<file path="src/rtl/adder_arbiter.sv">
// Round-robin arbiter sharing one two-stage registered adder among NREQ clients, with grant
// locking for multi-word carry chains. Define ADDARB_OVF_EN to add the rsp_ovf output.
module adder_arbiter #(
    parameter int NREQ    = 4,
    parameter int W       = 16,
    parameter int ADD_LAT = 2,
    parameter int IDW     = $clog2(NREQ)
) (
    input  logic              clk,
    input  logic              rst,
    input  logic [NREQ-1:0]   req_valid,
    output logic [NREQ-1:0]   req_ready,
    input  logic [NREQ*W-1:0] req_a,
    input  logic [NREQ*W-1:0] req_b,
    input  logic [NREQ-1:0]   req_cin,
    input  logic [NREQ-1:0]   req_last,
    output logic [W-1:0]      add_a,
    output logic [W-1:0]      add_b,
    output logic              add_cin,
    input  logic [W-1:0]      add_sum,
    input  logic              add_cout,
    output logic              rsp_valid,
    output logic [IDW-1:0]    rsp_id,
    output logic [W-1:0]      rsp_sum,
    output logic              rsp_cout,
    output logic              rsp_last,
`ifdef ADDARB_OVF_EN
    output logic              rsp_ovf,
`endif
    output logic              busy
);

    typedef enum logic [1:0] {IDLE, WAIT_C, CHAIN} state_t;

    state_t          state, state_nx;
    logic [IDW-1:0]  rr_ptr, owner, sel, scan_idx;
    logic            carry_q, accept, sel_last, sel_cin, link_hit;
    logic [NREQ-1:0] grant;
    logic [W-1:0]    a_arr [NREQ];
    logic [W-1:0]    b_arr [NREQ];

    logic [ADD_LAT:0] vld_p, last_p, link_p;
    logic [IDW-1:0]   id_p [ADD_LAT+1];

    always_comb begin
        for (int i = 0; i < NREQ; i++) begin
            a_arr[i] = req_a[i*W +: W];
            b_arr[i] = req_b[i*W +: W];
        end
    end

    // Grant: in IDLE the lowest offset from rr_ptr wins; in CHAIN only the owner may issue.
    always_comb begin
        grant    = '0;
        sel      = '0;
        scan_idx = '0;
        case (state)
            IDLE: begin
                for (int k = NREQ - 1; k >= 0; k--) begin
                    scan_idx = IDW'((int'(rr_ptr) + k) % NREQ);
                    if (req_valid[scan_idx]) sel = scan_idx;
                end
                grant[sel] = |req_valid;
            end
            CHAIN: begin
                sel          = owner;
                grant[owner] = req_valid[owner];
            end
            default: ;
        endcase
        if (rst) grant = '0;
    end

    assign req_ready = grant;
    assign accept    = |(req_valid & grant);
    assign sel_last  = req_last[sel];
    assign sel_cin   = (state == CHAIN) ? carry_q : req_cin[sel];

    assign rsp_valid = vld_p[ADD_LAT];
    assign rsp_id    = id_p[ADD_LAT];
    assign rsp_last  = last_p[ADD_LAT];
    assign rsp_sum   = add_sum;
    assign rsp_cout  = add_cout;
    assign busy      = !rst && ((state != IDLE) || (|vld_p));

    // Only the tagged chained word of the owner releases WAIT_C, never an earlier IDLE word.
    assign link_hit = (state == WAIT_C) && rsp_valid && link_p[ADD_LAT] && (rsp_id == owner);

    always_comb begin
        state_nx = state;
        case (state)
            IDLE:    if (accept && !sel_last) state_nx = WAIT_C;
            WAIT_C:  if (link_hit) state_nx = CHAIN;
            CHAIN:   if (accept) state_nx = sel_last ? IDLE : WAIT_C;
            default: state_nx = IDLE;
        endcase
    end

    always_ff @(posedge clk) begin
        if (rst) begin
            state   <= IDLE;
            rr_ptr  <= '0;
            owner   <= '0;
            carry_q <= 1'b0;
        end else begin
            state <= state_nx;
            if (state == IDLE && accept && !sel_last) owner <= sel;
            if (link_hit) carry_q <= add_cout;
            if (accept && sel_last) rr_ptr <= IDW'((int'(sel) + 1) % NREQ);
        end
    end

    // Issue stage p0 then ADD_LAT shift stages tracking the word through the adder.
    always_ff @(posedge clk) begin
        if (rst) begin
            add_a   <= '0;
            add_b   <= '0;
            add_cin <= 1'b0;
            vld_p   <= '0;
            last_p  <= '0;
            link_p  <= '0;
            for (int k = 0; k <= ADD_LAT; k++) id_p[k] <= '0;
        end else begin
            if (accept) begin
                add_a   <= a_arr[sel];
                add_b   <= b_arr[sel];
                add_cin <= sel_cin;
            end
            vld_p   <= {vld_p[ADD_LAT-1:0], accept};
            last_p  <= {last_p[ADD_LAT-1:0], accept & sel_last};
            link_p  <= {link_p[ADD_LAT-1:0], accept & ~sel_last};
            id_p[0] <= sel;
            for (int k = 1; k <= ADD_LAT; k++) id_p[k] <= id_p[k-1];
        end
    end

`ifdef ADDARB_OVF_EN
    logic [ADD_LAT:0] amsb_p, bmsb_p;

    function automatic logic ovf_of(input logic a_msb, input logic b_msb, input logic s_msb);
        return (a_msb == b_msb) && (s_msb != a_msb);
    endfunction

    always_ff @(posedge clk) begin
        if (rst) begin
            amsb_p <= '0;
            bmsb_p <= '0;
        end else begin
            amsb_p <= {amsb_p[ADD_LAT-1:0], a_arr[sel][W-1]};
            bmsb_p <= {bmsb_p[ADD_LAT-1:0], b_arr[sel][W-1]};
        end
    end

    assign rsp_ovf = rsp_valid && rsp_last && ovf_of(amsb_p[ADD_LAT], bmsb_p[ADD_LAT], add_sum[W-1]);
`endif

endmodule

</file>
<file path="config.mk">
export PLATFORM = sky130hd
export DESIGN_NAME = adder_arbiter
export DESIGN_NICKNAME = d
export VERILOG_FILES = /design/src/rtl/adder_arbiter.sv
export SDC_FILE = /design/constraint.sdc
export NUM_CORES = 1
export LEC_CHECK = 0
export CAP_MARGIN = 20
export CORE_MARGIN = 10
export CORE_UTILIZATION = 44
export CTS_CLUSTER_DIAMETER = 50
export DETAILED_ROUTE_END_ITERATION = 10
export DONT_BUFFER_PORTS = 1
export GPL_ROUTABILITY_DRIVEN = 1
export PLACE_DENSITY = 0.67
export REMOVE_ABC_BUFFERS = 1
export SYNTH_ARGS = -nofsm -noshare
export SYNTH_HDL_FRONTEND = slang
export SYNTH_SLANG_ARGS = --single-unit
</file>
<file path="constraint.sdc">
create_clock -name clk -period 2.3 [get_ports clk]
set_input_delay 0.46 -clock clk [delete_from_list [all_inputs] [get_ports clk]]
set_output_delay 0.46 -clock clk [all_outputs]
set_load 0.005 [all_outputs]
</file>
==> results.md <==
* Status: completed
* CP Capture Type: output port
* Commonest non-fill, non-tap cells in the layout: mux2i_1 (69), dfxtp_1 (52), o22ai_1 (34)
* Layout cell share with drive strength beyond 1 at 0.1735
* Congestion Overflow GR at 0
* Filler-free cell count of the finished design at 413
* Worst Tran Pin Value at 0.5189 ns
* Synth Area in Adders at 0
* PwrDens at 1021 mW/mm2
* FF+latch count, synth at 55
* Fill count at 657
* Int Pwr at 2.225 mW
* CTS max path bufs at 2
* Top_reg_cell synth: dfxtp_1
* Die W at 104.9 um
* Final min period at 2.221 ns
* Initial antenna violation count at 0
* Skew-Pair Late Insertion Delay at 0.30 ns
* DRT iter0 DRCs at 91
* Asr flop ratio synth at 0
* First-pass DRT Iterations at 4
* Simple-gate area share of the yosys netlist at 0.09870
* Mapped Area at 0.003169 mm2
* Clock power frac at 0.162
* Average wire per standard cell at 23.11 um
* Mux share of post-synthesis cell area at 0.2349
* Post-synth cell types at 41
* Port buffer count at 0
* Gate Count Post-Synth at 328
* Gr usage total at 0.1548
* Xor/xnor share of the synthesized area at 0.008291
* Vias in the first global route at 2688
* Leak at 1.481 nW
* GR Layer Usage met3 at 0.1026
* Max-cap violations at 0
* Clock transition at the registers of the reported paths at 0.10 ns
* Max Slew Vio Count at 0
* Worst VDD drop at 0.3926 mV
* IO Pins at 218
* Final TNS setup at 0 ns
* Total core area at 0.006907 mm2
* Seq/Total Area, Yosys at 0.3474
* Detailed Place HPWL at 7481 um
* Sw Share at 0.3588
* CTS tree: done
* Number of synthesized flops with an enable pin at 0
* H-tree depth at 2
* Crit path kind: register to output port
* Nets at 475
* CTS root buffer: clkbuf_8
* Area delta synth->final at 7.264%
* Total clock buffers created by CTS at 5
* First-pass GRT wire length at 13940 um
* Final Hold Viols at 0
* WL final at 9543 um
* Row cnt at 30
* Initial Util at 0.4589
* Final ANT Viol Nets at 0
* Max Clk Rate at 0.4502 GHz
* CTS Sinks at 55
* Clk_skew at 0.005767 ns
* Total chip power at 3.470 mW
* Combinational Power Share at 0.423
* N_diodes at 0
* M2 GR Usage at 0.2731
* Crit path required time at 1.84 ns
* Crit path DAT at 1.76 ns
* Ranking of synthesized cells by area: dfxtp_1 (35%), mux2i_1 (22%), a21o_1 (7.6%), o22ai_1 (6.7%), buf_4 (5.2%)
* Busiest layer in global routing: met2
* Routed vias at 2462
* Final GP Congestion at 0.8325
* Slew headroom at 0.6541
* Die area at 0.01100 mm2
* Crit-path max FO at 5
* Main combinational cell family by area after synthesis: multiplexers
* Synth Area per Inst at 9.662 um2
* DR vias/cell at 5.961
* YS warnings at 0
* RSZ-0062 raised after global routing: yes
* Finish-stage setup viols at 0
* Met1 Use GR at 0.1414
* Post-synth top area share at 0.3474
* Placed insts at 401
* Net switching power at 1.245 mW
* Fin crit share at 0.9658
* Area leader, netlist: dfxtp_1
* DIE HEIGHT at 104.9 um
* DRC at 0
* Largest net degree at the start of global routing at 58
* Hold Crit Class: input pin to register
* Synth Area in Compound Gates at 0.2081
* Startpoint types: register
* Power share of the sequential group at 0.415
* Commonest non-fill, non-tap cell in the layout: mux2i_1
==> cell type report <==
class	instances	area, um2	area share
well taps	96	120.1	0.03533
inverters	8	30.03	0.008833
multi-input cells	223	1795	0.5282
repair buffers	23	247.7	0.07287
flip-flops and latches	55	1107	0.3257
clock inverters	2	16.27	0.004785
clock buffers	6	82.58	0.02429
==> power groups by stage <==
stage / logic, mW / registers (mW) / clock network [mW]
detailed placement: 1.37 / 1.46 / 0
CTS: 1.40 / 1.45 / 0.585
finish: 1.47 / 1.44 / 0.562
global placement: 1.33 / 1.46 / 0
floorplan: 1.07 / 1.38 / 0
global route: 1.60 / 1.48 / 0.617
==> synthesized netlist by cell type, types with 2 or more instances <==
library cell and number:
mux2i_1 71, dfxtp_1 55, o22ai_1 34, a21o_1 32, buf_4 22, nor2_1 14, nor2b_1 13, buf_2 8
inv_1 8, nor3_1 7, buf_6 6, clkbuf_1 6, a21oi_1 5, a22oi_1 5, a211oi_1 3, nand2b_1 3
nor3_2 3, or2_2 3, a31oi_1 2, and2_1 2, mux2_1 2, nand2_1 2, nor4_1 2, or3b_1 2
xor2_1 2
==> worst max-delay path: stages (launching register included) <==
cell and delay [ns]:
dfxtp_4 0.38, or3b_1 0.37, o221ai_2 0.12, o22ai_4 0.12
nor3_2 0.11, buf_4 0.14, a22oi_1 0.09, nor3_2 0.15
==> per-stage QoR <==
step / util / cell area, um2 / setup WS (ns) / hold WS [ns]
2_1_floorplan: - / 2874 / -2.107 / 0.4138
3_3_place_gp: 0.4634 / 3201 / 0.06225 / 0.4191
3_5_place_dp: 0.4634 / 3201 / 0.007525 / 0.4227
4_1_cts: 0.4832 / 3337 / 0.01405 / 0.2017
5_1_grt: 0.4922 / 3400 / -0.04595 / 0.1953
6_report: 0.4922 / 3400 / 0.07861 / 0.2191
==> metal layers <==
layer	wire (um)	part of all wire	vias to the layer above
li1	-	-	1162
met1	3317	0.35	1153
met2	4822	0.51	138
met3	1255	0.13	9
met4	147	0.015	0
met5	0	0	-
==> worst paths after layout <==
path,startpoint,endpoint,slack (ns),depth (start not counted)
setup / recovery,rr_ptr[1],req_ready[2],0.08,7
hold / removal,rst,id_p[0][5],0.22,1
setup reg to reg,rr_ptr[1],rr_ptr[1],0.09,8
hold reg to reg,last_p[1],last_p[2],0.44,1
==> sequential cells by signal (all words and copies together) (netlist names), 2 cells and up <==
register	flops
add_a	16
add_b	16
id_p	6
last_p	3
link_p	3
owner	2
rr_ptr	2
state	2
vld_p	3
==> what timing repair did <==
action / CTS / global route
buffers inserted: 2 / 1
pin swaps: 3 / 2
hold buffers: 0 / 0
endpoints found under the setup margin: 4 / 35
gates cloned: 0 / 1
endpoints found under the hold margin: 0 / 0
gates resized for setup: 6 / 8
==> kinds of logic (layout without fill, tap and decap cells) <==
group	Yosys count	in the layout
mux	74	74
compound gates	91	91
xor+xnor	3	3
buf+inv	50	39
flops	55	55
simple gates	55	55
Note: power is estimated with default switching activity, not from simulation.
